[src/rtl/rom_load_sequencer_if.sv]
// Avalon-MM register port between the NIOS II master and the ROM load sequencer.
interface rom_load_sequencer_if;
  logic [1:0]  AVL_ADDR;
  logic        AVL_CS;
  logic        AVL_WRITE;
  logic        AVL_READ;
  logic [31:0] AVL_WRITEDATA;
  logic [31:0] AVL_READDATA;
  logic        AVL_WAITREQUEST;

  modport master (
    output AVL_ADDR, AVL_CS, AVL_WRITE, AVL_READ, AVL_WRITEDATA,
    input  AVL_READDATA, AVL_WAITREQUEST
  );

  modport slave (
    input  AVL_ADDR, AVL_CS, AVL_WRITE, AVL_READ, AVL_WRITEDATA,
    output AVL_READDATA, AVL_WAITREQUEST
  );
endinterface

[src/rtl/rom_load_sequencer.sv]
// Serialises 32-bit Avalon words into paced PRG/CHR ROM byte writes and
// holds the NES core in reset for the duration of a cartridge load session.
module rom_load_sequencer #(
  parameter int unsigned WR_GAP        = 0,
  parameter int unsigned RELEASE_DELAY = 16
) (
  input  logic                  CLK,
  input  logic                  RESET_N,
  rom_load_sequencer_if.slave   avl,
  output logic [15:0]           ROM_ADDR,
  output logic [7:0]            ROM_DATA,
  output logic                  PRG_ROM_WRITE,
  output logic                  CHR_ROM_WRITE,
  output logic                  mirroring_mode,
  output logic                  is_chr_ram,
  output logic                  NES_HOLD,
  output logic                  LOAD_DONE
);

  localparam int unsigned ADDR_W = 16;
  localparam int unsigned DATA_W = 32;
  localparam int unsigned GAP_W  = 4;
  localparam int unsigned CNT_W  = 8;
  localparam logic        NO_GAP = (WR_GAP == 0);

  localparam logic [1:0] REG_CTRL = 2'd0;
  localparam logic [1:0] REG_BASE = 2'd1;
  localparam logic [1:0] REG_DATA = 2'd2;

  typedef enum logic [2:0] {
    S_IDLE,
    S_LOADING,
    S_DRAIN,
    S_GAP,
    S_RELEASE
  } state_e;

  state_e              state_q;
  logic [ADDR_W-1:0]   addr_q;
  logic                target_q;
  logic [DATA_W-1:0]   word_q;
  logic [1:0]          byte_idx_q;
  logic [GAP_W-1:0]    gap_cnt_q;
  logic [CNT_W-1:0]    rel_cnt_q;
  logic                err_q;
  logic                wrap_q;
  logic                waitreq_q;
  logic                prg_q;
  logic                chr_q;
  logic [ADDR_W-1:0]   rom_addr_q;
  logic [7:0]          rom_data_q;
  logic                mirror_q;
  logic                chr_ram_q;
  logic                hold_q;
  logic                done_q;

  logic                wr_c;
  logic                ctrl_wr_c;
  logic                base_wr_c;
  logic                data_wr_c;
  logic                start_c;
  logic                done_cmd_c;
  logic [1:0]          next_idx_c;
  logic                emit_c;
  logic [7:0]          emit_byte_c;

  // Access decode; nothing is accepted while the byte buffer is occupied.
  always_comb begin
    wr_c       = avl.AVL_CS & avl.AVL_WRITE & ~waitreq_q;
    ctrl_wr_c  = wr_c & (avl.AVL_ADDR == REG_CTRL);
    base_wr_c  = wr_c & (avl.AVL_ADDR == REG_BASE);
    data_wr_c  = wr_c & (avl.AVL_ADDR == REG_DATA);
    start_c    = ctrl_wr_c & avl.AVL_WRITEDATA[0];
    done_cmd_c = ctrl_wr_c & avl.AVL_WRITEDATA[1] & ~avl.AVL_WRITEDATA[0];
  end

  // Decide whether a byte strobe is launched at this edge and which byte it carries.
  always_comb begin
    next_idx_c  = byte_idx_q + 2'd1;
    emit_c      = 1'b0;
    emit_byte_c = 8'(word_q >> {next_idx_c, 3'b000});
    case (state_q)
      S_LOADING: begin
        if (data_wr_c) begin
          emit_c      = 1'b1;
          emit_byte_c = avl.AVL_WRITEDATA[7:0];
        end
      end
      S_DRAIN: emit_c = (byte_idx_q != 2'd3) && NO_GAP;
      S_GAP:   emit_c = (gap_cnt_q == GAP_W'(1));
      default: emit_c = 1'b0;
    endcase
  end

  always_ff @(posedge CLK) begin
    if (!RESET_N) begin
      state_q    <= S_IDLE;
      addr_q     <= '0;
      target_q   <= 1'b0;
      word_q     <= '0;
      byte_idx_q <= '0;
      gap_cnt_q  <= '0;
      rel_cnt_q  <= '0;
      err_q      <= 1'b0;
      wrap_q     <= 1'b0;
      waitreq_q  <= 1'b0;
      prg_q      <= 1'b0;
      chr_q      <= 1'b0;
      rom_addr_q <= '0;
      rom_data_q <= '0;
      mirror_q   <= 1'b0;
      chr_ram_q  <= 1'b0;
      hold_q     <= 1'b1;
      done_q     <= 1'b0;
    end else begin
      prg_q <= 1'b0;
      chr_q <= 1'b0;

      // One byte strobe; the address post-increments and flags a 64K wrap.
      if (emit_c) begin
        rom_addr_q <= addr_q;
        rom_data_q <= emit_byte_c;
        prg_q      <= target_q;
        chr_q      <= ~target_q;
        addr_q     <= addr_q + ADDR_W'(1);
        if (addr_q == '1) begin
          wrap_q <= 1'b1;
        end
      end

      if (ctrl_wr_c) begin
        if (avl.AVL_WRITEDATA[4]) mirror_q  <= avl.AVL_WRITEDATA[2];
        if (avl.AVL_WRITEDATA[5]) chr_ram_q <= avl.AVL_WRITEDATA[3];
      end

      if (base_wr_c) begin
        addr_q   <= avl.AVL_WRITEDATA[ADDR_W-1:0];
        target_q <= avl.AVL_WRITEDATA[ADDR_W];
      end

      case (state_q)
        S_IDLE, S_RELEASE: begin
          if (data_wr_c) begin
            err_q <= 1'b1;
          end
          if (start_c) begin
            state_q <= S_LOADING;
            hold_q  <= 1'b1;
            done_q  <= 1'b0;
            err_q   <= 1'b0;
            wrap_q  <= 1'b0;
          end else if (state_q == S_RELEASE) begin
            if (rel_cnt_q == CNT_W'(1)) begin
              state_q <= S_IDLE;
              hold_q  <= 1'b0;
              done_q  <= 1'b1;
            end else begin
              rel_cnt_q <= rel_cnt_q - CNT_W'(1);
            end
          end
        end
        S_LOADING: begin
          if (done_cmd_c) begin
            state_q   <= S_RELEASE;
            rel_cnt_q <= CNT_W'(RELEASE_DELAY);
          end else if (data_wr_c) begin
            word_q     <= avl.AVL_WRITEDATA;
            byte_idx_q <= 2'd0;
            state_q    <= S_DRAIN;
            waitreq_q  <= 1'b1;
          end
        end
        // byte_idx_q names the byte whose strobe is on the bus this cycle.
        S_DRAIN: begin
          if (byte_idx_q == 2'd3) begin
            state_q   <= S_LOADING;
            waitreq_q <= 1'b0;
          end else if (NO_GAP) begin
            byte_idx_q <= next_idx_c;
          end else begin
            state_q   <= S_GAP;
            gap_cnt_q <= GAP_W'(WR_GAP);
          end
        end
        S_GAP: begin
          if (gap_cnt_q == GAP_W'(1)) begin
            state_q    <= S_DRAIN;
            byte_idx_q <= next_idx_c;
          end else begin
            gap_cnt_q <= gap_cnt_q - GAP_W'(1);
          end
        end
        default: state_q <= S_IDLE;
      endcase
    end
  end

  always_comb begin
    avl.AVL_READDATA = '0;
    if (avl.AVL_CS && avl.AVL_READ) begin
      case (avl.AVL_ADDR)
        REG_CTRL: avl.AVL_READDATA = {27'd0, wrap_q, err_q, done_q, hold_q, (state_q != S_IDLE)};
        REG_BASE: avl.AVL_READDATA = {15'd0, target_q, addr_q};
        default:  avl.AVL_READDATA = '0;
      endcase
    end
  end

  assign avl.AVL_WAITREQUEST = waitreq_q;
  assign ROM_ADDR            = rom_addr_q;
  assign ROM_DATA            = rom_data_q;
  assign PRG_ROM_WRITE       = prg_q;
  assign CHR_ROM_WRITE       = chr_q;
  assign mirroring_mode      = mirror_q;
  assign is_chr_ram          = chr_ram_q;
  assign NES_HOLD            = hold_q;
  assign LOAD_DONE           = done_q;

endmodule

[src/flat_wrapper.sv]
// flat-port wrapper written by rule: the top's interface ports become plain ports
module rom_load_sequencer_flat 
#(
  parameter int unsigned WR_GAP        = 0,
  parameter int unsigned RELEASE_DELAY = 16
)
  (CLK, RESET_N, ROM_ADDR, ROM_DATA, PRG_ROM_WRITE, CHR_ROM_WRITE, mirroring_mode, is_chr_ram, NES_HOLD, LOAD_DONE, avl_AVL_ADDR, avl_AVL_CS, avl_AVL_WRITE, avl_AVL_READ, avl_AVL_WRITEDATA, avl_AVL_READDATA, avl_AVL_WAITREQUEST);
  rom_load_sequencer_if avl_i ();
  input  logic CLK;
  input  logic RESET_N;
  output logic [15:0] ROM_ADDR;
  output logic [7:0] ROM_DATA;
  output logic PRG_ROM_WRITE;
  output logic CHR_ROM_WRITE;
  output logic mirroring_mode;
  output logic is_chr_ram;
  output logic NES_HOLD;
  output logic LOAD_DONE;
  input wire logic [$bits(avl_i.AVL_ADDR)-1:0] avl_AVL_ADDR;
  input wire logic [$bits(avl_i.AVL_CS)-1:0] avl_AVL_CS;
  input wire logic [$bits(avl_i.AVL_WRITE)-1:0] avl_AVL_WRITE;
  input wire logic [$bits(avl_i.AVL_READ)-1:0] avl_AVL_READ;
  input wire logic [$bits(avl_i.AVL_WRITEDATA)-1:0] avl_AVL_WRITEDATA;
  output wire logic [$bits(avl_i.AVL_READDATA)-1:0] avl_AVL_READDATA;
  output wire logic [$bits(avl_i.AVL_WAITREQUEST)-1:0] avl_AVL_WAITREQUEST;
  assign avl_i.AVL_ADDR = avl_AVL_ADDR;
  assign avl_i.AVL_CS = avl_AVL_CS;
  assign avl_i.AVL_WRITE = avl_AVL_WRITE;
  assign avl_i.AVL_READ = avl_AVL_READ;
  assign avl_i.AVL_WRITEDATA = avl_AVL_WRITEDATA;
  assign avl_AVL_READDATA = avl_i.AVL_READDATA;
  assign avl_AVL_WAITREQUEST = avl_i.AVL_WAITREQUEST;
  rom_load_sequencer #(.WR_GAP(WR_GAP), .RELEASE_DELAY(RELEASE_DELAY)) u_core (.CLK(CLK), .RESET_N(RESET_N), .avl(avl_i), .ROM_ADDR(ROM_ADDR), .ROM_DATA(ROM_DATA), .PRG_ROM_WRITE(PRG_ROM_WRITE), .CHR_ROM_WRITE(CHR_ROM_WRITE), .mirroring_mode(mirroring_mode), .is_chr_ram(is_chr_ram), .NES_HOLD(NES_HOLD), .LOAD_DONE(LOAD_DONE));
endmodule
[config.mk]
export PLATFORM = sky130hd
export DESIGN_NAME = rom_load_sequencer_flat
export DESIGN_NICKNAME = d
export VERILOG_FILES = /design/src/rtl/rom_load_sequencer_if.sv /design/src/rtl/rom_load_sequencer.sv /design/src/flat_wrapper.sv
export SDC_FILE = /design/constraint.sdc
export NUM_CORES = 1
export LEC_CHECK = 0
export CELL_PAD_IN_SITES_DETAIL_PLACEMENT = 1
export CELL_PAD_IN_SITES_GLOBAL_PLACEMENT = 1
export CORE_MARGIN = 4
export CORE_UTILIZATION = 37
export DETAILED_ROUTE_END_ITERATION = 6
export GPL_ROUTABILITY_DRIVEN = 0
export HOLD_SLACK_MARGIN = 0.12
export PLACE_DENSITY_LB_ADDON = 0.1
export SLEW_MARGIN = 0
export SYNTH_ARGS = -nofsm -noshare
export SYNTH_HDL_FRONTEND = slang
export SYNTH_SLANG_ARGS = --single-unit
export TNS_END_PERCENT = 10
[constraint.sdc]
create_clock -name CLK -period 2.9 [get_ports CLK]
set_clock_uncertainty 0.15 [all_clocks]
set_input_delay 0.58 -clock CLK [delete_from_list [all_inputs] [get_ports CLK]]
set_output_delay 0.58 -clock CLK [all_outputs]
set_load 0.005 [all_outputs]
==> impl_results.md, run 1 <==
- Count of final max-slew check failures: 0
- Antenna violations before repair: 0
- Largest net degree at the start of global routing: 41
- Synth async-reset ratio: 0
- Worst-Margin Slew: 0.524 ns
- RSZ-0062 raised after global routing: no
- CP top delay family: buffers and inverters
- Yosys warning total: 0
- GRT Residual Overflow: 0
- CTS hold repair buffers: 0
- Overall die width: 119 um
- First-pass GRT wire length: 22100 um
- Setup CP Type: input pin to primary output
- Total wire length: 13600 um
- Port Buffer Count: 86
- Tmin final: 2.82 ns
- 1st-pass router iterations: 6
- Status: finished, final reports clean
- DRC Markers: 0
- Slowest cell on crit path: clkdlybuf4s50_1
- Core Footprint: 12000 um^2
- CP startpoint kind: input pin
- Crit Path Max Fanout: 6
- Vias per cell: 5.28
- Peak Freq: 0.355 GHz
- Mapped Area: 4560 um^2
- Row count: 40
- Final period util: 0.971
- Ys flop type: dfxtp_1
- Initial Utilization: 0.379
- ANT cells: 0
- Most used cell, CP: clkdlybuf4s50_1
- Clock Pin Slew Worst Setup and Hold Paths: 0.06 ns
- I/O Pins: 102
- Clock sink total: 99
- Yosys cell types: 47
- Post-Place Cells: 778
- Synth top area cells: dfxtp_1, nand2_1, a21oi_1
- Number of nets in the layout: 687
- Sequential area share after synthesis: 0.435
- HPWL Detailed: 10100 um
- Setup TNS: 0 ns
- Die area: 14200 um^2
- Peak supply drop: 0.225 mV
- CP cell instances: clkdlybuf4s50_1 > nand3b_1 > buf_4 > nor3_1 > clkdlybuf4s50_1
- GRT Total Usage: 0.194
- Vias in the first global route: 4336
- CTS HTree Levels: 3
- Share of cells above drive strength 1: 0.0819
- Post-Syn Instances: 558
- Crit end category: primary output
- Layout area overhead: 29.9%
- Top cell type's share of synthesized area: 0.435
- Root Buffer: clkbuf_16
- WP data required: 2.17 ns
- Worst path arrival time: 2.09 ns
- Cts bufs inserted: 9
- Setup Viol. Count Final: 0
- Post-synth EDFFs: 0
- CTS tree: yes
- Leak pwr: 2.06 nW
- CTS max path bufs: 2
- Synthesis-stage register bit count: 99
- Relative slew margins: 0.646
- Min-Delay Path Class: flip-flop to flip-flop
- Crit-path max cell delay: 0.55 ns
- Max-Cap Viols: 0
- Worst-Skew Late Latency: 0.35 ns
- Die Height: 119 um
- Most common cell in the netlist: nand2_1
- Non-Filler Instances: 794
- Hold Fails Final Rpt: 0
- Fillers: 1440
- Pwr dens: 468 nW/um^2
- Antenna viol nets, final: 0
- Final hold slack: 0.299 ns
- Yosys top cell by area: dfxtp_1
- DRT iter0 DRCs: 168
- Via count: 4195
- End-of-flow core utilization: 0.493
- CP Buf/Inv Count: 3
- Top post-synthesis cells by count: nand2_1, dfxtp_1, a21oi_1
- Syn Area/Cell: 8.17 um^2
- Wire length per cell: 17.1 um
[worst min-delay path, delay by kind of cell, from the launching register on]
| kind | cells | cell delay, ns |
|---|---|---|
| buffers and inverters | 1 | 0.05 |
| flip-flops | 1 | 0.31 |
| AO/OA/AOI/OAI | 1 | 0.05 |
[placed cells by master (no fill, tap or decap), types with 2 or more instances in the layout]
master and n:
conb_1 15, nor3b_1 3, buf_12 3, and4_1 2
nand3_1 11, a31oi_1 11, nand4_1 7, a2111oi_2 2
xnor2_1 17, or3_1 2, and3_1 4, and2_1 11
clkdlybuf4s50_1 79, and3b_1 2, mux4_2 8, a41o_1 2
nor4b_1 3, dlymetal6s2s_1 2, nor2_1 27, nand2_1 123
o21ai_0 26, clkinvlp_4 2, clkbuf_16 9, nor2b_1 3
inv_1 11, o31ai_1 2, xor2_1 3, nor4_1 3
dlygate4sd2_1 5, dfxtp_1 99, nor3_1 9, or4_1 3
nand2b_1 2, ha_1 6, nand3b_1 2, mux2i_1 7
buf_4 19, clkbuf_1 2, a211oi_1 7, a21oi_1 77
[layout make-up]
type	instances	area (um^2)	share of cell area
well taps	147	184	0.0311
clock inverters	5	62.6	0.0106
repair buffers	109	1070	0.181
multi-input cells	411	2340	0.395
clock buffers	11	233	0.0393
inverters	12	45.0	0.00761
flip-flops and latches	99	1980	0.335
[final timing paths]
kind	slack, ns	endpoint	startpoint	depth (start not counted)
hold reg to reg	0.30	u_core.wrap_q$_SDFF_PN0_	u_core.wrap_q$_SDFF_PN0_	2
setup / recovery	0.08	avl_AVL_READDATA[14]	avl_AVL_READ	5
hold / removal	0.30	u_core.wrap_q$_SDFF_PN0_	u_core.wrap_q$_SDFF_PN0_	2
setup reg to reg	0.40	u_core.rel_cnt_q[1]$_SDFFE_PN0P_	u_core.state_q[2]$_SDFFE_PN0P_	5
[timing repair]
item,in CTS,in global routing
setup buffers,0,0
setup endpoints to repair,10,7
resized for setup,7,3
gates cloned,0,0
endpoints found under the hold margin,0,0
[report_power, final]
group          switching [mW]  internal [mW]  total [mW]
Clock                   0.536          0.675        1.21
Combinational          0.0870         0.0840       0.171
Sequential             0.0155           1.37        1.39
[stage by stage]
step	cell area [um^2]	worst slack (ns)	total power [mW]
final	5920	0.0830	2.77
after global placement	5610	-0.0479	1.59
after floorplan	4610	0.584	1.49
after CTS	5910	0.000142	2.79
after global routing	5920	0.00931	2.85
after detailed placement	5610	-0.0649	1.59
[kinds of logic (layout without fill, tap and decap cells)]
| group | after synthesis | count (layout) | synth area share |
|---|---|---|---|
| AO/OA/AOI/OAI | 130 | 130 | 0.159 |
| XOR/XNOR | 20 | 20 | 0.0384 |
| adder cells (fa/ha/maj) | 6 | 6 | 0.0165 |
| buffers and inverters | 62 | 137 | 0.0664 |
| flip-flops | 99 | 99 | 0.435 |
| multiplexers | 15 | 15 | 0.0549 |
| other | 1 | 15 | 0.000823 |
| AND/OR/NAND/NOR | 225 | 225 | 0.229 |
[layer usage]
layer / GRT usage / wire length [um] / up-vias
met5: 0 / 0 / -
met4: 0.0695 / 237 / 0
met3: 0.0261 / 358 / 16
met2: 0.336 / 6730 / 73
met1: 0.246 / 6230 / 2036
li1: - / - / 2070
[flip-flops by register name, indices dropped and copies added, names as in the netlist, 2 cells and up]
| register | cells |
|---|---|
| u_core.byte_idx_q | 2 |
| u_core.ROM_ADDR | 16 |
| u_core.gap_cnt_q | 4 |
| u_core.ROM_DATA | 8 |
| u_core.word_q | 32 |
| u_core.rel_cnt_q | 8 |
| u_core.addr_q | 16 |
| u_core.state_q | 3 |
Power figures use the tool's default switching activity.
==> run 2, diff against run 1 <==
Settings changed: CELL_PAD_IN_SITES_GLOBAL_PLACEMENT 1 to 2, CORE_UTILIZATION 37 to 29.
Clock period 2.9 ns to 2.85 ns, I/O delays scaled along.
==> run 2 against run 1 <==
Net effect:
- die area increased by 26%
- clock power about the same
- largest power group unchanged
- count of clock-buffer cells in the layout decreased by 1
- setup slack improved by 0.064 ns
- power increased by 1.9%
- highest routed layer unchanged
==> impl_results.md, run 2 (synthesized netlist as in run 1, its figures left out) <==
- CTS hold repair buffers: 0
- Max-Cap Viols: 0
- Peak supply drop: 0.360 mV
- Share of cells above drive strength 1: 0.0904
- Area after DPL: 5720 um^2
- Die Height: 133 um
- Min-Delay Path Class: flip-flop to flip-flop
- Number of nets in the layout: 693
- Clock Pin Slew Worst Setup and Hold Paths: 0.07 ns
- Worst-Skew Late Latency: 0.34 ns
- DRT iter0 DRCs: 167
- Crit end category: primary output
- Crit Path Max Fanout: 5
- Wire length per cell: 16.5 um
- Clock sink total: 99
- Worst-Margin Slew: 0.603 ns
- Antenna viol nets, final: 0
- Post-Place Cells: 845
- Total wire length: 14300 um
- Via count: 4158
- Peak Freq: 0.370 GHz
- I/O Pins: 102
- GRT Residual Overflow: 0
- RSZ-0062 raised after global routing: no
- Overall die width: 133 um
- ANT cells: 0
- Total power: 2.82 mW
- Core Footprint: 15300 um^2
- HPWL Detailed: 10500 um
- Commonest cells after routing, fill and taps aside: nand2_1, dfxtp_1, a21oi_1
- Setup CP Type: input pin to primary output
- Antenna violations before repair: 0
- WP data required: 2.13 ns
- Pwr dens: 467 nW/um^2
- Root Buffer: clkbuf_16
- Cts bufs inserted: 9
- DRC Markers: 0
- CTS max path bufs: 2
- Max reg flops: 32
- First-pass GRT wire length: 23400 um
- Largest net degree at the start of global routing: 55
- Reg area: 1980 um^2
- CTS HTree Levels: 3
- Die area: 17800 um^2
- 1st-pass router iterations: 4
- Pre-CTS setup slack: -0.150 ns
- Final period util: 0.948
- Tmin final: 2.70 ns
- Vias per cell: 4.81
- Footprint of the multi-input gates: 2340 um^2
- Final worst slack: 0.147 ns
- GRT Total Usage: 0.163
- Fillers: 1845
- Worst path arrival time: 1.98 ns
- Status: finished, final reports clean
- Non-Filler Instances: 864
- Port Buffer Count: 86
- Initial Utilization: 0.298
- Top reg by flops: u_core.word_q
- Relative slew margins: 0.592
- Layout area overhead: 32.4%
- Count of final max-slew check failures: 0
- Hold Fails Final Rpt: 0
- Vias in the first global route: 4229
- CTS tree: yes
- CP startpoint kind: input pin
- Most common cell after layout, fill and taps aside: nand2_1
- Setup TNS: 0 ns
- Setup Viol. Count Final: 0
- Row count: 45
- Design area: 6040 um^2
- Leak pwr: 2.17 nW
[run 2: cell count changes in the layout (fill, tap and decap cells not counted)]
cell,delta
clkdlybuf4s50_1,-10
clkbuf_1,-1
dlymetal6s2s_1,+1
nor2_2,-1
nor3_2,-1
nor2_4,+1
clkinv_2,+2
dlygate4sd2_1,+9
nor3_1,+1
buf_6,+1
clkinv_4,-1
buf_4,+5
[run 2: worst paths after layout]
path / slack (ns) / start / depth (start not counted) / to
worst max-delay path: 0.15 / avl_AVL_ADDR[1] / 7 / avl_AVL_READDATA[9]
worst min-delay path: 0.30 / u_core.ROM_ADDR[4]$_SDFFE_PN0N_ / 2 / u_core.ROM_ADDR[4]$_SDFFE_PN0N_
worst max register to register: 0.43 / u_core.state_q[2]$_SDFFE_PN0P_ / 7 / u_core.addr_q[9]$_SDFFE_PN0P_
worst min register to register: 0.30 / u_core.ROM_ADDR[4]$_SDFFE_PN0N_ / 2 / u_core.ROM_ADDR[4]$_SDFFE_PN0N_
[run 2: power breakdown]
| group | internal (mW) | switching (mW) |
|---|---|---|
| logic | 0.0874 | 0.0921 |
| clock network | 0.682 | 0.550 |
| registers | 1.39 | 0.0142 |
| total | 2.16 | 0.656 |
[run 2: area by class of cell]
cell class | instances | share of cell area
Clock buffer | 10 | 0.0379
Clock inverter | 6 | 0.0106
Inverter | 12 | 0.00746
Multi-Input combinational cell | 411 | 0.388
Sequential cell | 99 | 0.328
Tap cell | 211 | 0.0437
Timing Repair Buffer | 115 | 0.184
[run 2: critical path, stage by stage]
cell and delay (ns):
clkdlybuf4s50_1 0.43, nand3b_1 0.19, buf_4 0.17, nor2_4 0.14, buf_6 0.13, and2_1 0.12
dlygate4sd2_1 0.23
[run 2: per-layer routing]
layer	global-route usage	vias to the layer above	wire length (um)
met5	0	-	0
met4	0.0411	0	141
met3	0.0317	10	480
met2	0.263	78	6720
met1	0.226	1992	6950
li1	-	2078	-
[run 2: metrics by stage]
step	util	hold slack [ns]
6_report	0.394	0.303
5_1_grt	0.394	0.312
4_1_cts	0.394	0.308
3_5_place_dp	0.373	0.298
3_3_place_gp	0.373	0.289
2_1_floorplan	-	0.275
[run 2: what timing repair did]
item | in CTS | in global routing
setup endpoints to repair | 13 | 3
resized for setup | 20 | 3
cloned | 1 | 0
hold endpoints to repair | 0 | 0
buffers inserted | 2 | 0
pin swaps | 1 | 0
==> run 3, diff against run 2 <==
Settings changed: RECOVER_POWER set to 25.
==> run 3 against run 2 <==
Net effect:
- register-to-register slack got worse by 0.04 ns
- flip-flop and latch count unchanged
- core utilization fell by 0.15 points
- critical path depth unchanged
- global-route usage unchanged
- first-iteration DRC count grew 3.6%
- sequential power about the same
- power down 0.12%
- combinational power hardly changed
- clock power barely moved
- count of clock-buffer cells in the layout did not move
==> impl_results.md, run 3 (synthesized netlist as in run 1, its figures left out) <==
- Status: finished, final reports clean
- HPWL Detailed: 10500 um
- Root Buffer: clkbuf_16
- CTS HTree Levels: 3
- Area after DPL: 5720 um^2
- Final period util: 0.948
- Core Footprint: 15300 um^2
- Peak Freq: 0.370 GHz
- Relative slew margins: 0.205
- Post-Place Cells: 845
- DRT iter0 DRCs: 173
- CTS tree: yes
- Leak pwr: 2.25 nW
- Clock Pin Slew Worst Setup and Hold Paths: 0.07 ns
- 1st-pass router iterations: 4
- Die Height: 133 um
- Peak supply drop: 0.360 mV
- Number of nets in the layout: 693
- Pwr dens: 468 nW/um^2
- Clock sink total: 99
- Cts bufs inserted: 9
- Vias per cell: 4.82
- ANT cells: 0
- GRT Total Usage: 0.163
- Die area: 17800 um^2
- Wire length per cell: 16.5 um
- First-pass GRT wire length: 23400 um
- Reg2Reg Depth: 7
- Top reg by flops: u_core.word_q
- Max-Cap Viols: 0
- Setup Viol. Count Final: 0
- Worst-Skew Late Latency: 0.34 ns
- Non-Filler Instances: 864
- Count of final max-slew check failures: 0
- CP endpoint: avl_AVL_READDATA[9]
- Vias in the first global route: 4229
- Reg-to-reg endpoint: u_core.addr_q[9]$_SDFFE_PN0P_
- Crit end category: primary output
- Via count: 4162
- Worst-Margin Slew: 1.19 ns
- Final hold slack: 0.300 ns
- Port Buffer Count: 86
- Design area: 6010 um^2
- GRT Residual Overflow: 0
- R2r setup slk: 0.39 ns
- WP data required: 2.13 ns
- Worst path arrival time: 1.98 ns
- Most common cell after layout, fill and taps aside: nand2_1
- DRC Markers: 0
- CTS hold repair buffers: 0
- Crit Path Max Fanout: 5
- Min-Delay Path Class: flip-flop to flip-flop
- Initial Utilization: 0.298
- Share of cells above drive strength 1: 0.0858
- Overall die width: 133 um
- Reg2reg start: u_core.state_q[2]$_SDFFE_PN0P_
- Commonest cells after routing, fill and taps aside: nand2_1, dfxtp_1, a21oi_1
- Crit. Startpoint: avl_AVL_ADDR[1]
- Layout area overhead: 32.0%
- Fillers: 1849
- Largest net degree at the start of global routing: 55
- CTS max path bufs: 2
- Antenna viol nets, final: 0
- Row count: 45
- Antenna violations before repair: 0
- RSZ-0062 raised after global routing: no
- I/O Pins: 102
- Hold Fails Final Rpt: 0
- Setup CP Type: input pin to primary output
- Tmin final: 2.70 ns
- CP startpoint kind: input pin
- Total wire length: 14300 um
- Max reg flops: 32
## run 3: worst max-delay path: stages
cell and delay, ns:
clkdlybuf4s50_1 0.43, nand3b_1 0.19, buf_4 0.17, nor2_4 0.14, buf_6 0.13, and2_1 0.12, dlygate4sd2_1 0.23
## run 3: metal layers
metal	part of all wire	up-vias	wire length (um)	track usage
met5	0	-	0	0
met4	0.010	0	144	0.0411
met3	0.032	10	461	0.0317
met2	0.47	81	6720	0.263
met1	0.49	1994	6960	0.226
li1	-	2077	-	-
## run 3: cell type report
type | count | area [um^2] | area share
Sequential cell | 99 | 1980 | 0.330
Clock inverter | 6 | 63.8 | 0.0106
Inverter | 12 | 45.0 | 0.00749
Multi-Input combinational cell | 411 | 2340 | 0.389
Clock buffer | 10 | 229 | 0.0381
Timing Repair Buffer | 115 | 1090 | 0.181
Tap cell | 211 | 264 | 0.0439
## run 3: how the worst min path moves through the flow
| stage | startpoint | to | slack (ns) | cells past startpoint |
|---|---|---|---|---|
| 6_report | u_core.ROM_ADDR[4]$_SDFFE_PN0N_ | u_core.ROM_ADDR[4]$_SDFFE_PN0N_ | 0.30 | 2 |
| 5_1_grt | u_core.ROM_ADDR[8]$_SDFFE_PN0N_ | u_core.ROM_ADDR[8]$_SDFFE_PN0N_ | 0.31 | 2 |
| 4_1_cts | u_core.word_q[2]$_SDFFE_PN0P_ | u_core.word_q[2]$_SDFFE_PN0P_ | 0.31 | 2 |
| 3_5_place_dp | u_core.word_q[2]$_SDFFE_PN0P_ | u_core.word_q[2]$_SDFFE_PN0P_ | 0.30 | 2 |
| 3_3_place_gp | u_core.ROM_ADDR[4]$_SDFFE_PN0N_ | u_core.ROM_ADDR[4]$_SDFFE_PN0N_ | 0.29 | 2 |
| 2_1_floorplan | u_core.wrap_q$_SDFF_PN0_ | u_core.wrap_q$_SDFF_PN0_ | 0.27 | 2 |
## run 3: what timing repair did
| action | CTS | global route |
|---|---|---|
| setup buffers | 2 | 0 |
| pin swaps | 1 | 0 |
| resized for setup | 20 | 3 |
| setup endpoints to repair | 13 | 3 |
| gates cloned | 1 | 0 |
## run 3: metrics by stage
step | total power [mW] | util | setup TNS (ns) | setup slack, ns
after floorplan | 1.52 | - | 0 | 0.534
final | 2.82 | 0.393 | 0 | 0.147
after global routing | 2.94 | 0.393 | 0 | 0.0196
after CTS | 2.87 | 0.394 | 0 | 0.0157
after global placement | 1.62 | 0.373 | -1.33 | -0.134
after detailed placement | 1.62 | 0.373 | -1.65 | -0.150
## run 3: power breakdown
part           total, mW  internal (mW)  switching [mW]
combinational      0.176         0.0842          0.0918
clock               1.23          0.682           0.550
sequential          1.41           1.39          0.0141
